## src/rtl/dat_seq_ctrl.sv

```systemverilog
// Burst reader / serialiser: on a start edge, reads `count` words from a data
// block at base + k*step and sends each as a 10-bit UART-style frame on txd.
module dat_seq_ctrl #(
  parameter int unsigned DIV    = 50,  // clocks per serial bit, 2..65535
  parameter int unsigned TO_MAX = 255  // rd_ack wait limit is TO_MAX+1 cycles
) (
  input  logic       clk,
  input  logic       rst_n,
  input  logic       start_i,
  input  logic [3:0] base_i,
  input  logic [3:0] step_i,
  input  logic [7:0] count_i,
  output logic       rd_req_o,
  output logic [7:0] rd_addr_o,
  input  logic       rd_ack_i,
  input  logic [7:0] rd_data_i,
  output logic       txd_o,
  output logic       busy_o,
  output logic       done_o,
  output logic       err_o,
  output logic [7:0] word_cnt_o
);

  localparam logic [15:0] TmrLast  = 16'(DIV - 1);
  localparam logic [15:0] WaitLast = 16'(TO_MAX);

  typedef enum logic [1:0] {StIdle, StReq, StShift, StDone} state_e;

  state_e      state_q, state_d;
  logic        start_q, start_d;
  logic        arm_q, arm_d;
  logic [7:0]  addr_q, addr_d;
  logic [3:0]  step_q, step_d;
  logic [7:0]  count_q, count_d;
  logic [7:0]  word_cnt_q, word_cnt_d;
  logic        err_q, err_d;
  logic [15:0] wait_q, wait_d;
  logic [15:0] tmr_q, tmr_d;
  logic [3:0]  bit_q, bit_d;
  logic [9:0]  frame_q, frame_d;

  logic start_edge;
  logic bit_tick;
  logic frame_end;
  logic last_word;
  logic timeout;

  // arm_q masks the first cycle after reset so a start held through reset is not an edge
  assign start_edge = start_i & ~start_q & arm_q;
  assign bit_tick   = (tmr_q == TmrLast);
  assign frame_end  = bit_tick && (bit_q == 4'd9);
  assign last_word  = ((word_cnt_q + 8'd1) == count_q);
  assign timeout    = (wait_q == WaitLast);

  // FSM state register
  always_ff @(posedge clk or negedge rst_n) begin
    if (!rst_n) begin
      state_q <= StIdle;
    end else begin
      state_q <= state_d;
    end
  end

  // FSM next-state logic
  always_comb begin
    state_d = state_q;
    unique case (state_q)
      StIdle: begin
        if (start_edge) begin
          state_d = (count_i == 8'd0) ? StDone : StReq;
        end
      end
      StReq: begin
        // an ack in the timeout cycle still wins
        if (rd_ack_i) begin
          state_d = StShift;
        end else if (timeout) begin
          state_d = StDone;
        end
      end
      StShift: begin
        if (frame_end) begin
          state_d = last_word ? StDone : StReq;
        end
      end
      StDone: state_d = StIdle;
    endcase
  end

  // FSM-decoded outputs
  always_comb begin
    rd_req_o   = (state_q == StReq);
    busy_o     = (state_q != StIdle);
    done_o     = (state_q == StDone);
    txd_o      = (state_q == StShift) ? frame_q[0] : 1'b1;
    rd_addr_o  = addr_q;
    err_o      = err_q;
    word_cnt_o = word_cnt_q;
  end

  // Datapath next-state: burst parameters, address, timers and frame shifter
  always_comb begin
    start_d    = start_i;
    arm_d      = 1'b1;
    addr_d     = addr_q;
    step_d     = step_q;
    count_d    = count_q;
    word_cnt_d = word_cnt_q;
    err_d      = err_q;
    wait_d     = wait_q;
    tmr_d      = tmr_q;
    bit_d      = bit_q;
    frame_d    = frame_q;
    unique case (state_q)
      StIdle: begin
        if (start_edge) begin
          addr_d     = {4'b0000, base_i};
          step_d     = step_i;
          count_d    = count_i;
          word_cnt_d = 8'd0;
          err_d      = 1'b0;
          wait_d     = 16'd0;
        end
      end
      StReq: begin
        if (rd_ack_i) begin
          frame_d = {1'b1, rd_data_i, 1'b0};
          tmr_d   = 16'd0;
          bit_d   = 4'd0;
          // next word's address is prepared while this one shifts out
          addr_d  = addr_q + {4'b0000, step_q};
        end else if (timeout) begin
          err_d = 1'b1;
        end else begin
          wait_d = wait_q + 16'd1;
        end
      end
      StShift: begin
        if (bit_tick) begin
          tmr_d   = 16'd0;
          frame_d = {1'b1, frame_q[9:1]};
          if (bit_q == 4'd9) begin
            bit_d      = 4'd0;
            word_cnt_d = word_cnt_q + 8'd1;
            wait_d     = 16'd0;
          end else begin
            bit_d = bit_q + 4'd1;
          end
        end else begin
          tmr_d = tmr_q + 16'd1;
        end
      end
      StDone: begin
      end
    endcase
  end

  // Datapath registers
  always_ff @(posedge clk or negedge rst_n) begin
    if (!rst_n) begin
      start_q    <= 1'b0;
      arm_q      <= 1'b0;
      addr_q     <= 8'd0;
      step_q     <= 4'd0;
      count_q    <= 8'd0;
      word_cnt_q <= 8'd0;
      err_q      <= 1'b0;
      wait_q     <= 16'd0;
      tmr_q      <= 16'd0;
      bit_q      <= 4'd0;
      frame_q    <= 10'h3ff;
    end else begin
      start_q    <= start_d;
      arm_q      <= arm_d;
      addr_q     <= addr_d;
      step_q     <= step_d;
      count_q    <= count_d;
      word_cnt_q <= word_cnt_d;
      err_q      <= err_d;
      wait_q     <= wait_d;
      tmr_q      <= tmr_d;
      bit_q      <= bit_d;
      frame_q    <= frame_d;
    end
  end

endmodule

```

## config.mk

```make
export PLATFORM = sky130hd
export DESIGN_NAME = dat_seq_ctrl
export DESIGN_NICKNAME = d
export VERILOG_FILES = /design/src/rtl/dat_seq_ctrl.sv
export SDC_FILE = /design/constraint.sdc
export NUM_CORES = 1
export LEC_CHECK = 0
export CAP_MARGIN = 20
export CORE_MARGIN = 10
export CORE_UTILIZATION = 50
export DETAILED_ROUTE_END_ITERATION = 8
export MAX_ROUTING_LAYER = met4
export PLACE_DENSITY = 0.75
export SLEW_MARGIN = 10
export SYNTH_ARGS = -nofsm -noshare
export SYNTH_HDL_FRONTEND = slang
export SYNTH_SLANG_ARGS = --single-unit
```

## constraint.sdc

```tcl
create_clock -name clk -period 1.8 [get_ports clk]
set_input_delay 0.36 -clock clk [delete_from_list [all_inputs] [get_ports clk]]
set_output_delay 0.36 -clock clk [all_outputs]
set_load 0.005 [all_outputs]
```

==> results of run 1 <==
registers in the layout, indices dropped and copies added (netlist names):
name	count
bit_q	4
step_q	4
rd_addr_o	8
wait_q	16
word_cnt_o	8
count_q	8
arm_q	1
frame_q	9
tmr_q	16
err_o	1
start_q	1
state_q	2
power by group through the flow:
stage,sequential (W),combinational (W),clock (W)
final,0.00265,0.00407,0.00125
after detailed placement,0.00265,0.00303,0
after global placement,0.00263,0.00292,0
after CTS,0.00262,0.00352,0.00125
after floorplan,0.00261,0.00169,0
after global routing,0.00270,0.00435,0.00132
placed cells by master (no fill, tap or decap), types with 12 or more instances in the layout:
cell type and instances:
nand4_1 12, a21oi_2 13, a31oi_1 12, dfrtp_1 62, o21ai_0 13, clkdlybuf4s50_1 41, a21oi_1 12, nor2_1 32
buf_6 13, nand2_1 82, nand3_1 16, buf_4 105, inv_1 13
cell families (layout without fill, tap and decap cells):
family | Yosys count | after routing | share of synthesized area
other | 1 | 1 | 0.000869
buffers and inverters | 39 | 204 | 0.0394
DFF | 78 | 78 | 0.455
adders and majority gates | 11 | 11 | 0.0336
AOI/OAI and AO/OA | 108 | 109 | 0.155
muxes | 4 | 4 | 0.00928
xor gates and xnor gates | 19 | 19 | 0.0418
and+or+nand+nor | 223 | 225 | 0.265
routing by layer:
layer	routed length, um	share of wire	global-route usage	up-vias
met2	7370	0.49	0.335	265
met5	0	0	-	-
met4	566	0.038	0.0677	0
met1	5980	0.40	0.235	2288
met3	1000	0.067	0.0359	78
li1	-	-	-	2066
timing repair:
item	4_1_cts	5_1_grt
endpoints found under the hold margin	20	0
hold buffers	1	0
buffers inserted	16	10
pin swaps	18	29
cloned	3	1
endpoints found under the setup margin	39	62
resized for setup	59	86
stage by stage:
step,area [um2],hold WS [ps]
2_1_floorplan,4350,64.4
3_3_place_gp,5590,331
3_5_place_dp,5590,328
4_1_cts,6140,482
5_1_grt,6550,498
6_report,6550,468
cell type report:
type                            count  area, um2
Multi-Input combinational cell    369       2660
Sequential cell                    78       1970
Fill cell                         464       1750
Timing Repair Buffer              172       1540
Tap cell                          105        131
Clock buffer                        9        124
Inverter                           16       62.6
Clock inverter                      7       57.6
worst max-delay path, stage by stage (launching register included):
cell and delay, ps:
dfrtp_1 420, nor4_4 310, buf_4 180, a41o_4 290
nand2b_4 90, or4_1 520, a21oi_2 150
worst max-delay path by stage:
stage                             to  slack (ps)  depth (start not counted)
final                      wait_q[4]        -250                          6
after global routing       wait_q[4]        -290                          6
after CTS                     busy_o        -200                          4
after detailed placement  wait_q[12]        -340                          6
after global placement    wait_q[12]        -300                          6
after floorplan            wait_q[6]        -130                          7
==> results.py, run 1 <==
metrics = {
    "status": {
        "status": "finished, violations left",
        "violations": "setup timing",
    },
    "routing": {
        "dr.pass1.iters": 7,
        "ant_nets": 0,
        "wirelength_um": 14900,
        "vias": 4697,
        "avgRoutedWirePerCell_um": 19.7,
        "drt_iter0_drc": 516,
        "drc_errors": 0,
        "via_per_inst": 6.21,
    },
    "global_route": {
        "antenna_found_initial": 0,
        "grt_pass1_vias": 4398,
        "grt_pass1_wl_um": 20900,
        "overflow": 0,
        "grt_start_max_net_pins": 40,
        "grt_usage": 0.199,
    },
    "power": {
        "power_frac_seq": 0.332,
        "p_per_area_nw_per_um2": 1220,
        "p_comb_frac": 0.510,
        "p_leak_nw": 2.91,
        "ir_worst_vdd_uv": 909,
        "p_sw_w": 0.00322,
        "netSwitchingFraction": 0.404,
        "power_w": 0.00797,
        "internal_power_w": 0.00475,
        "clkPwrFrac": 0.157,
    },
    "yosys": {
        "syn_area_um2": 4320,
        "yosys.cell_count.top_type": "nand2_1",
        "synth-seq-cells": 78,
        "synthTopCellsByCount": "nand2_1, dfrtp_1, nor2_1, o21ai_0, a21oi_1",
        "synth_top_area_frac": 0.400,
        "synthArstFlopShare": 1.00,
        "avgSynthCellArea_um2": 8.93,
        "synth_cell_types": 59,
        "synth_edf_count": 0,
        "yosys_warnings": 0,
        "ys_seq_area_frac": 0.455,
        "synth_cells": 483,
        "synth_ff_type": "dfrtp_1",
        "synth_fp_nets": 522,
        "yosysTopAreaCell": "dfrtp_1",
        "ys_top_cells_by_area": "dfrtp_1, nand2_1, dfstp_2",
    },
    "cts": {
        "clock_latency_ps": 370,
        "cts.sinks": 78,
        "numCtsBuffers": 9,
        "cts_root_buf": "clkbuf_8",
        "cts_buffer_depth": 2,
        "clkTransAtPathRegs_ps": 100,
        "tritoncts": "yes",
        "htreeDepth": 3,
    },
    "cells_and_area": {
        "fin_nets": 685,
        "final_cells": 756,
        "area_growth_pct": 51.7,
        "final_core_util": 0.789,
        "diodes": 0,
        "drive_above_1_share": 0.369,
    },
    "timing": {
        "max_freq_mhz": 487,
        "fin_crit_sh": 1.14,
        "fin_ws_ps": -253,
        "timing.final.max_slew_violations": 0,
        "fin_worst_skew_ps": 19.3,
        "tns_ps": -6830,
        "finalHoldViolCount": 0,
        "final.min_clock_period_ps": 2050,
        "finalSetupViolations": 53,
        "rsz0062_at_grt": "yes",
    },
    "worst_setup_path": {
        "regToRegStartpoint": "tmr_q[15]",
        "regToRegSetupSlack_ps": -250,
        "crit_path_max_fanout": 5,
        "worstPathArrival_ps": 2330,
        "crit_required_ps": 2080,
        "critical_path_class": "register to register",
        "r2r_end": "wait_q[4]",
        "critPathCaptureType": "register",
        "cp-startpoint": "tmr_q[15]",
        "worstRegToRegCells": 6,
        "cp-start-kind": "register",
    },
    "floorplanning": {
        "io_pins": 49,
        "core_um2": 8300,
        "die-area_um2": 12700,
        "die_h_um": 113,
        "row_count": 33,
        "initial_utilization": 0.520,
        "die_x_um": 113,
    },
    "placed_design": {
        "gp_congestion": 0.903,
        "dp_cells": 710,
        "hpwlAfterDp_um": 8660,
        "dp_slack_ps": -342,
        "numPortBuffers": 48,
    },
    "flow_run": {
        "max_cap_violations": 0,
    },
    "worst_hold_path": {
        "hold_path_class": "input port to async pin",
    },
}
Note: power is estimated with default switching activity, not from simulation.
==> run 2: changes to the inputs <==
- CORE_MARGIN: 10 -> 5
==> run 2 against run 1 <==
Against the previous run:
- the flow still finishes with violations (setup timing)
- maximum frequency shrank 9.4%
- cell count is the same
- combinational power grew 4%
- register-to-register slack lost 210 ps
- sequential power is essentially flat
- sequential cell count is the same
- die area shrank 17%
- hold slack gained 6.1 ps
- critical endpoint is now wait_q[8]
==> results.py, run 2 (synthesized netlist as in run 1, its figures left out) <==
metrics = {
    "worst_setup_path": {
        "slowest_stage": "or4_1",
        "worstPathArrival_ps": 2540,
        "crit_required_ps": 2080,
        "crit_path_max_fanout": 6,
        "cp-start-kind": "register",
        "critical_path_class": "register to register",
        "max_stage_delay_ps": 460,
        "critPathCaptureType": "register",
        "path_cells": "ha_2 -> and3_4 -> and4_4 -> o31a_1 -> buf_6 -> or4_1 -> a21oi_2",
    },
    "floorplanning": {
        "row_count": 33,
        "initial_utilization": 0.520,
        "core_um2": 8300,
        "die_h_um": 103,
        "io_pins": 49,
        "die-area_um2": 10600,
        "die_x_um": 103,
    },
    "cts": {
        "htreeDepth": 3,
        "cts.sinks": 78,
        "clkTransAtPathRegs_ps": 90,
        "cts_root_buf": "clkbuf_8",
        "tritoncts": "yes",
        "numCtsBuffers": 9,
        "cts_buffer_depth": 2,
        "clock_latency_ps": 360,
    },
    "routing": {
        "vias": 4715,
        "via_per_inst": 6.24,
        "ant_nets": 0,
        "drc_errors": 0,
        "wirelength_um": 15500,
        "avgRoutedWirePerCell_um": 20.5,
        "drt_iter0_drc": 530,
        "dr.pass1.iters": 6,
    },
    "status": {
        "violations": "setup timing",
        "status": "finished, violations left",
    },
    "timing": {
        "final.min_clock_period_ps": 2260,
        "fin_worst_skew_ps": 11.1,
        "tns_ps": -6810,
        "fin_crit_sh": 1.26,
        "timing.final.max_slew_violations": 0,
        "finalHoldViolCount": 0,
        "rsz0062_at_grt": "yes",
        "max_freq_mhz": 442,
        "finalSetupViolations": 47,
        "fin_ws_ps": -465,
        "worst_hold_slack_ps": 474,
    },
    "power": {
        "p_sw_w": 0.00323,
        "p_per_area_nw_per_um2": 1250,
        "ir_worst_vdd_uv": 945,
        "p_leak_nw": 2.92,
        "internal_power_w": 0.00509,
        "netSwitchingFraction": 0.388,
        "power_frac_seq": 0.322,
        "p_comb_frac": 0.508,
        "clkPwrFrac": 0.169,
    },
    "cells_and_area": {
        "top_regs": "tmr_q x16, wait_q x16, frame_q x9",
        "fillers": 434,
        "fin_nets": 685,
        "final_core_util": 0.804,
        "layout_commonest_cell": "buf_4",
        "area_growth_pct": 54.7,
        "drive_above_1_share": 0.402,
        "diodes": 0,
        "final_cell_mix": "buf_4, nand2_1, dfrtp_1, clkdlybuf4s50_1, nor2_1",
    },
    "placed_design": {
        "gp_congestion": 0.930,
        "dp_slack_ps": -343,
        "numPortBuffers": 48,
        "hpwlAfterDp_um": 8420,
    },
    "global_route": {
        "grt_start_max_net_pins": 32,
        "grt_pass1_wl_um": 20900,
        "grt_usage": 0.255,
        "antenna_found_initial": 0,
        "grt_pass1_vias": 4402,
        "overflow": 0,
    },
    "worst_hold_path": {
        "hold_path_class": "register to register",
    },
    "flow_run": {
        "max_cap_violations": 0,
    },
}
-- run 2: repair_timing --
action	4_1_cts	5_1_grt
endpoints found under the setup margin	35	62
gates resized for setup	52	120
pin swaps	11	40
hold buffers	1	0
endpoints found under the hold margin	17	0
cloned	2	2
setup buffers	19	13
-- run 2: per-stage QoR --
stage	instance area, um2	std cells	total power [W]
finish	6680	756	0.00831
global route	6680	756	0.00874
CTS	6100	741	0.00745
detailed placement	5540	703	0.00568
global placement	5540	703	0.00554
floorplan	4350	483	0.00430
-- run 2: area by class of cell --
cell class | instances | area, um2 | share of cell area
multi-input cells | 367 | 2720 | 0.408
flip-flops and latches | 78 | 1970 | 0.295
repair buffers | 174 | 1580 | 0.236
clock buffers | 14 | 205 | 0.0307
well taps | 105 | 131 | 0.0197
inverters | 16 | 60.1 | 0.00900
clock inverters | 2 | 10.0 | 0.00150
-- run 2: layer usage --
metal  wire, um  part of all wire  GRT usage
met5          0                 0          -
met1       5990              0.39      0.327
met2       7900              0.51      0.418
met3       1020             0.066     0.0440
met4        585             0.038     0.0707
-- run 2: worst paths after layout --
check | from | to | slack [ps] | cells after the start
setup / recovery | wait_q[0] | wait_q[8] | -460 | 7
hold / removal | frame_q[0] | frame_q[0] | 470 | 2
setup reg to reg | wait_q[0] | wait_q[8] | -460 | 7
hold reg to reg | frame_q[0] | frame_q[0] | 470 | 2
max in group asynchronous | rst_n | rd_addr_o[7] | 800 | 3
min in group asynchronous | rst_n | bit_q[2] | 480 | 2
-- run 2: critical path, delay by kind of cell (launching register included) --
kind | cells | cell delay [ps]
buf+inv | 1 | 190
fa+ha+maj | 1 | 200
simple gates | 3 | 790
flops | 1 | 400
compound gates | 2 | 610
-- run 2: power by group through the flow --
| stage | Combinational [W] | Sequential (W) | Clock (W) |
|---|---|---|---|
| 2_1_floorplan | 0.00169 | 0.00261 | 0 |
| 3_3_place_gp | 0.00292 | 0.00262 | 0 |
| 3_5_place_dp | 0.00303 | 0.00265 | 0 |
| 4_1_cts | 0.00345 | 0.00261 | 0.00139 |
| 5_1_grt | 0.00454 | 0.00272 | 0.00148 |
| 6_report | 0.00423 | 0.00268 | 0.00141 |
==> run 3: changes to the inputs <==
- SLEW_MARGIN: 10 -> 0
==> results of run 3 <==
Final layout, timing and power as in run 2 (identical DEF).
==> RTL edit 1 (settings of run 2) <==
Re-encode `state_e` (4 states) as one-hot, 4 bits wide.
--- a/src/rtl/dat_seq_ctrl.sv
+++ b/src/rtl/dat_seq_ctrl.sv
@@ -24,7 +24,7 @@
   localparam logic [15:0] TmrLast  = 16'(DIV - 1);
   localparam logic [15:0] WaitLast = 16'(TO_MAX);
 
-  typedef enum logic [1:0] {StIdle, StReq, StShift, StDone} state_e;
+  typedef enum logic [3:0] {StIdle = 4'b0001, StReq = 4'b0010, StShift = 4'b0100, StDone = 4'b1000} state_e;
 
   state_e      state_q, state_d;
   logic        start_q, start_d;
Check against the original RTL: no difference found for any inputs over 10 cycles, from zero or initial values and one cycle with rst_n low; not proved beyond that.
==> RTL edit 1 against run 2 <==
The flow still finishes with violations (negative setup slack); worst hold slack got worse by 0.16 ns; total power increased by 13%; sequential cell count increased by 2; routed wire length increased by 14%; sequential power decreased by 3%; setup slack got worse by 0.025 ns; cell area increased by 7.5%; first-iteration DRC count decreased by 14%; global-route usage increased by 2.0 points; area after synthesis increased by 2.0%; critical path type unchanged.
==> RTL edit 1: results (changes against run 2) <==
| Metric | Value |
|---|---|
| Switching Share | `39.8% (was 38.8%)` |
| DP Wirelength | `8.78 mm (was 8.42 mm)` |
| Proportion of synthesized chip area in sequential cells | `45.8% (was 45.5%)` |
| Delay contributed by the slowest stage of the critical path | `0.60 ns (was 0.46 ns)` |
| Final setup skew | `0.0232 ns (was 0.0111 ns)` |
| DRT iter0 DRCs | `454 (was 530)` |
| Placer's final routability congestion estimate | `0.891 (was 0.930)` |
| Clock Power Share | `16.0% (was 16.9%)` |
| Failing checks | `negative setup slack (unchanged)` |
| Outcome | `finished with violations (unchanged)` |
| Post-Route WL | `17.6 mm (was 15.5 mm)` |
| Fillcell total | `425 (was 434)` |
| Number of global-route vias before repair | `4811 (was 4402)` |
| Global-route wire length before repair | `23.8 mm (was 20.9 mm)` |
| Cell leakage power | `0.00317 µW (was 0.00292 µW)` |
| Routed vias/inst | `6.46 (was 6.24)` |
| Post-route core utilization | `83.1% (was 80.4%)` |
| Most frequent cells after synthesis | `sky130_fd_sc_hd__dfrtp_1 (70), sky130_fd_sc_hd__nand2_1 (57), sky130_fd_sc_hd__o21ai_0 (46), sky130_fd_sc_hd__nor2_1 (34), sky130_fd_sc_hd__a21oi_1 (22) (was sky130_fd_sc_hd__nand2_1 (86), sky130_fd_sc_hd__dfrtp_1 (69), sky130_fd_sc_hd__nor2_1 (36), sky130_fd_sc_hd__o21ai_0 (31), sky130_fd_sc_hd__a21oi_1 (26))` |
| Total power after layout | `9390 µW (was 8310 µW)` |
| R2r startpoint | `wait_q[12]$_DFFE_PN0P_ (was wait_q[0]$_DFFE_PN0P_)` |
| Global Route Usage Sum | `27.5% (was 25.5%)` |
| Synthesized area divided by synthesized cell count | `9.34 µm² (was 8.93 µm²)` |
| Final worst setup slack | `-0.489 ns (was -0.465 ns)` |
| Final setup violation count | `81 (was 47)` |
| Endpoint of the most critical register-to-register path | `wait_q[10]$_DFFE_PN0P_ (was wait_q[8]$_DFFE_PN0P_)` |
| Post-Place Worst Slack | `-0.370 ns (was -0.343 ns)` |
| Crit Path Max Fanout | `4 (was 6)` |
| WL/cell | `22.8 µm (was 20.5 µm)` |
| Worst-path cell with the longest stage delay | `sky130_fd_sc_hd__or4_4 (was sky130_fd_sc_hd__or4_1)` |
| Layout cells sized above 1 | `45.2% (was 40.2%)` |
| Setup TNS | `-21.70 ns (was -6.81 ns)` |
| Post-synth net total | `510 (was 522)` |
| Pin count of the biggest net entering global routing | `48 (was 32)` |
| Data arrival time of the worst path | `2.53 ns (was 2.54 ns)` |
-- RTL edit 1: cell count changes after synthesis, moves of 5 or more --
cell                              run 2  this run
sky130_fd_sc_hd__mux2_2               0        11
sky130_fd_sc_hd__nand2_1             86        57
sky130_fd_sc_hd__clkbuf_1            16         8
sky130_fd_sc_hd__or4_1               11         5
sky130_fd_sc_hd__o21ai_0             31        46
sky130_fd_sc_hd__buf_2                2         7
sky130_fd_sc_hd__nand4_1             12         7
sky130_fd_sc_hd__o31ai_1             16         9
sky130_fd_sc_hd__xor2_1               9         4
-- RTL edit 1: logic make-up after synthesis --
| kind of cell | count (synthesis) | synth area share [%] |
|---|---|---|
| xor gates and xnor gates | 14 | 2.79 |
| AOI/OAI and AO/OA | 130 | 18.7 |
| other | 1 | 0.0852 |
| DFF | 80 | 45.8 |
| buffers and inverters | 34 | 3.61 |
| adders and majority gates | 11 | 3.30 |
| and+or+nand+nor | 186 | 22.0 |
| muxes | 15 | 3.72 |
-- RTL edit 1: layer usage --
metal / vias to the layer above / part of all wire, % / global-route usage, %
met1: 2407 / 35 / 30.9
met4: 0 / 7.4 / 14.0
met2: 336 / 50 / 46.6
met5: - / 0 / -
li1: 2110 / - / -
met3: 129 / 7.8 / 5.10
-- RTL edit 1: final cells by class --
class / instances / share of cell area [%]
sequential: 80 / 28.1
timing repair buffer: 195 / 25.4
clock buffer: 9 / 1.73
clock inverter: 6 / 1.19
tap: 108 / 1.88
multi-input combinational: 358 / 40.8
inverter: 15 / 0.854
-- RTL edit 1: what timing repair did --
action / in CTS / in global routing
setup endpoints to repair: 76 / 87
pin swaps: 42 / 38
gates resized for setup: 142 / 88
hold buffers: 1 / 0
gates cloned: 3 / 1
hold endpoints to repair: 31 / 0
setup buffers: 27 / 18
==> RTL edit 2 (flow settings as in run 2) <==
Without the edit above. The parameter `DIV` goes from 50 to 25.
--- a/src/rtl/dat_seq_ctrl.sv
+++ b/src/rtl/dat_seq_ctrl.sv
@@ -1,7 +1,7 @@
 // Burst reader / serialiser: on a start edge, reads `count` words from a data
 // block at base + k*step and sends each as a 10-bit UART-style frame on txd.
 module dat_seq_ctrl #(
-  parameter int unsigned DIV    = 50,  // clocks per serial bit, 2..65535
+  parameter int unsigned DIV    = 25,  // clocks per serial bit, 2..65535
   parameter int unsigned TO_MAX = 255  // rd_ack wait limit is TO_MAX+1 cycles
 ) (
   input  logic       clk,
Function: no difference found for any inputs over 10 cycles, from zero or initial values and one cycle with rst_n low; that may be too few to reach the edited logic, so the function may still have changed.
==> RTL edit 2 against run 2 <==
Area after synthesis is 0.87% higher; largest power group unchanged; setup slack better by 0.49 ns; routed wire length is 24% lower; total power is 5.2% lower; die area is 0.79% higher; maximum frequency is 28% higher; cell area is 9.4% lower; synthesized cell count is 2.9% lower; global-route usage is 2.8 points lower; sequential cell count stayed put; combinational power is 21% lower; via count is 14% lower; worst hold slack better by 0.0027 ns; clock power is 18% higher.
==> RTL edit 2: results (changes against run 2) <==
| Metric | Value |
|---|---|
| Outcome | `finished clean (was finished with violations)` |
| Global-route wire length before repair | `18.7 mm (was 20.9 mm)` |
| Routed vias/inst | `5.77 (was 6.24)` |
| Net count, final | `626 (was 685)` |
| Final setup violation count | `0 (was 47)` |
| Number of unique standard cell types used by synthesis | `65 (was 59)` |
| Post-synth net total | `508 (was 522)` |
| Data arrival time of the worst path | `2.06 ns (was 2.54 ns)` |
| Multiplexer fraction of the synthesized cell area | `0.690% (was 0.928%)` |
| Hold Slack | `0.477 ns (was 0.474 ns)` |
| Global-route met3 utilization | `4.23% (was 4.40%)` |
| Synthesized netlist cell count | `469 (was 483)` |
| DP Wirelength | `7.63 mm (was 8.42 mm)` |
| Proportion of synthesized chip area in sequential cells | `45.1% (was 45.5%)` |
| Cell total after placement | `664 (was 703)` |
| Total cell area at the placement stage | `0.00535 mm² (was 0.00554 mm²)` |
| Fillcell total | `633 (was 434)` |
| Layout cells sized above 1 | `27.9% (was 40.2%)` |
| Global Route Usage Sum | `22.7% (was 25.5%)` |
| Pin count of the biggest net entering global routing | `47 (was 32)` |
| Met2 Use GR | `35.5% (was 41.8%)` |
| Length of routed met3 wiring | `567 µm (was 1.02 mm)` |
| Setup slack, reg-to-reg | `0.03 ns (was -0.46 ns)` |
| WL/cell | `16.8 µm (was 20.5 µm)` |
| Most frequent cells after synthesis | `sky130_fd_sc_hd__nand2_1 (82), sky130_fd_sc_hd__dfrtp_1 (69), sky130_fd_sc_hd__nor2_1 (45), sky130_fd_sc_hd__o21ai_0 (29), sky130_fd_sc_hd__nand3_1 (23) (was sky130_fd_sc_hd__nand2_1 (86), sky130_fd_sc_hd__dfrtp_1 (69), sky130_fd_sc_hd__nor2_1 (36), sky130_fd_sc_hd__o21ai_0 (31), sky130_fd_sc_hd__a21oi_1 (26))` |
| GRT met1 Usage | `30.4% (was 32.7%)` |
| XOR/XNOR share of the synthesized area | `6.64% (was 4.18%)` |
| Post-Route WL | `11.8 mm (was 15.5 mm)` |
| Cell types with the largest area share after synthesis | `sky130_fd_sc_hd__dfrtp_1 (40%), sky130_fd_sc_hd__nand2_1 (7.1%), sky130_fd_sc_hd__dfstp_2 (5.4%), sky130_fd_sc_hd__nor2_1 (3.9%), sky130_fd_sc_hd__xor2_1 (3.6%) (was sky130_fd_sc_hd__dfrtp_1 (40%), sky130_fd_sc_hd__nand2_1 (7.5%), sky130_fd_sc_hd__dfstp_2 (5.5%), sky130_fd_sc_hd__o21ai_0 (3.6%), sky130_fd_sc_hd__nor2_1 (3.1%))` |
| Crit Path Max Fanout | `5 (was 6)` |
| DRT iter0 DRCs | `217 (was 530)` |
| Number of global-route vias before repair | `3926 (was 4402)` |
| Post-synthesis compound-gate area fraction | `13.7% (was 15.5%)` |
| Share of synthesized cell area in full adder, half adder and majority cells | `3.33% (was 3.36%)` |
## RTL edit 2: what timing repair did
action	CTS	global route
pin swaps	6	21
endpoints found under the hold margin	23	0
resized for setup	28	59
setup endpoints to repair	26	53
buffers inserted	8	11
hold buffers	1	0
## RTL edit 2: worst max-delay path, cell delays in order (launching register included)
cell	delay (ns)
sky130_fd_sc_hd__dfrtp_1	0.43
sky130_fd_sc_hd__buf_6	0.15
sky130_fd_sc_hd__buf_6	0.12
sky130_fd_sc_hd__nand4bb_4	0.22
sky130_fd_sc_hd__a21oi_4	0.22
sky130_fd_sc_hd__nand2_1	0.09
sky130_fd_sc_hd__a2111o_1	0.41
sky130_fd_sc_hd__nand2_1	0.07
## RTL edit 2: through the flow
| stage | setup slack, ns | setup TNS [ns] |
|---|---|---|
| finish | 0.0287 | 0 |
| floorplan | 0.0523 | 0 |
| global route | -0.0772 | -0.710 |
| CTS | 0.00208 | 0 |
| global placement | -0.145 | -4.22 |
| detailed placement | -0.203 | -6.65 |
## RTL edit 2: logic make-up after synthesis
| kind of cell | Yosys count |
|---|---|
| AO/OA/AOI/OAI | 87 |
| AND/OR/NAND/NOR | 228 |
| flip-flops | 78 |
| XOR/XNOR | 33 |
| adder cells (fa/ha/maj) | 11 |
| buffers and inverters | 28 |
| other | 1 |
| multiplexers | 3 |
## RTL edit 2: where the power goes
group	switching [µW]	leakage (µW)	internal, µW
Clock	663	0.000122	997
Combinational	1640	0.00155	1730
Sequential	541	0.00100	2320
## RTL edit 2: layout make-up
class	instances	area share, %
Clock buffer	11	2.50
Tap cell	108	2.23
Multi-Input combinational cell	363	41.5
Inverter	13	0.807
Clock inverter	5	1.74
Timing Repair Buffer	122	18.6
Sequential cell	78	32.6
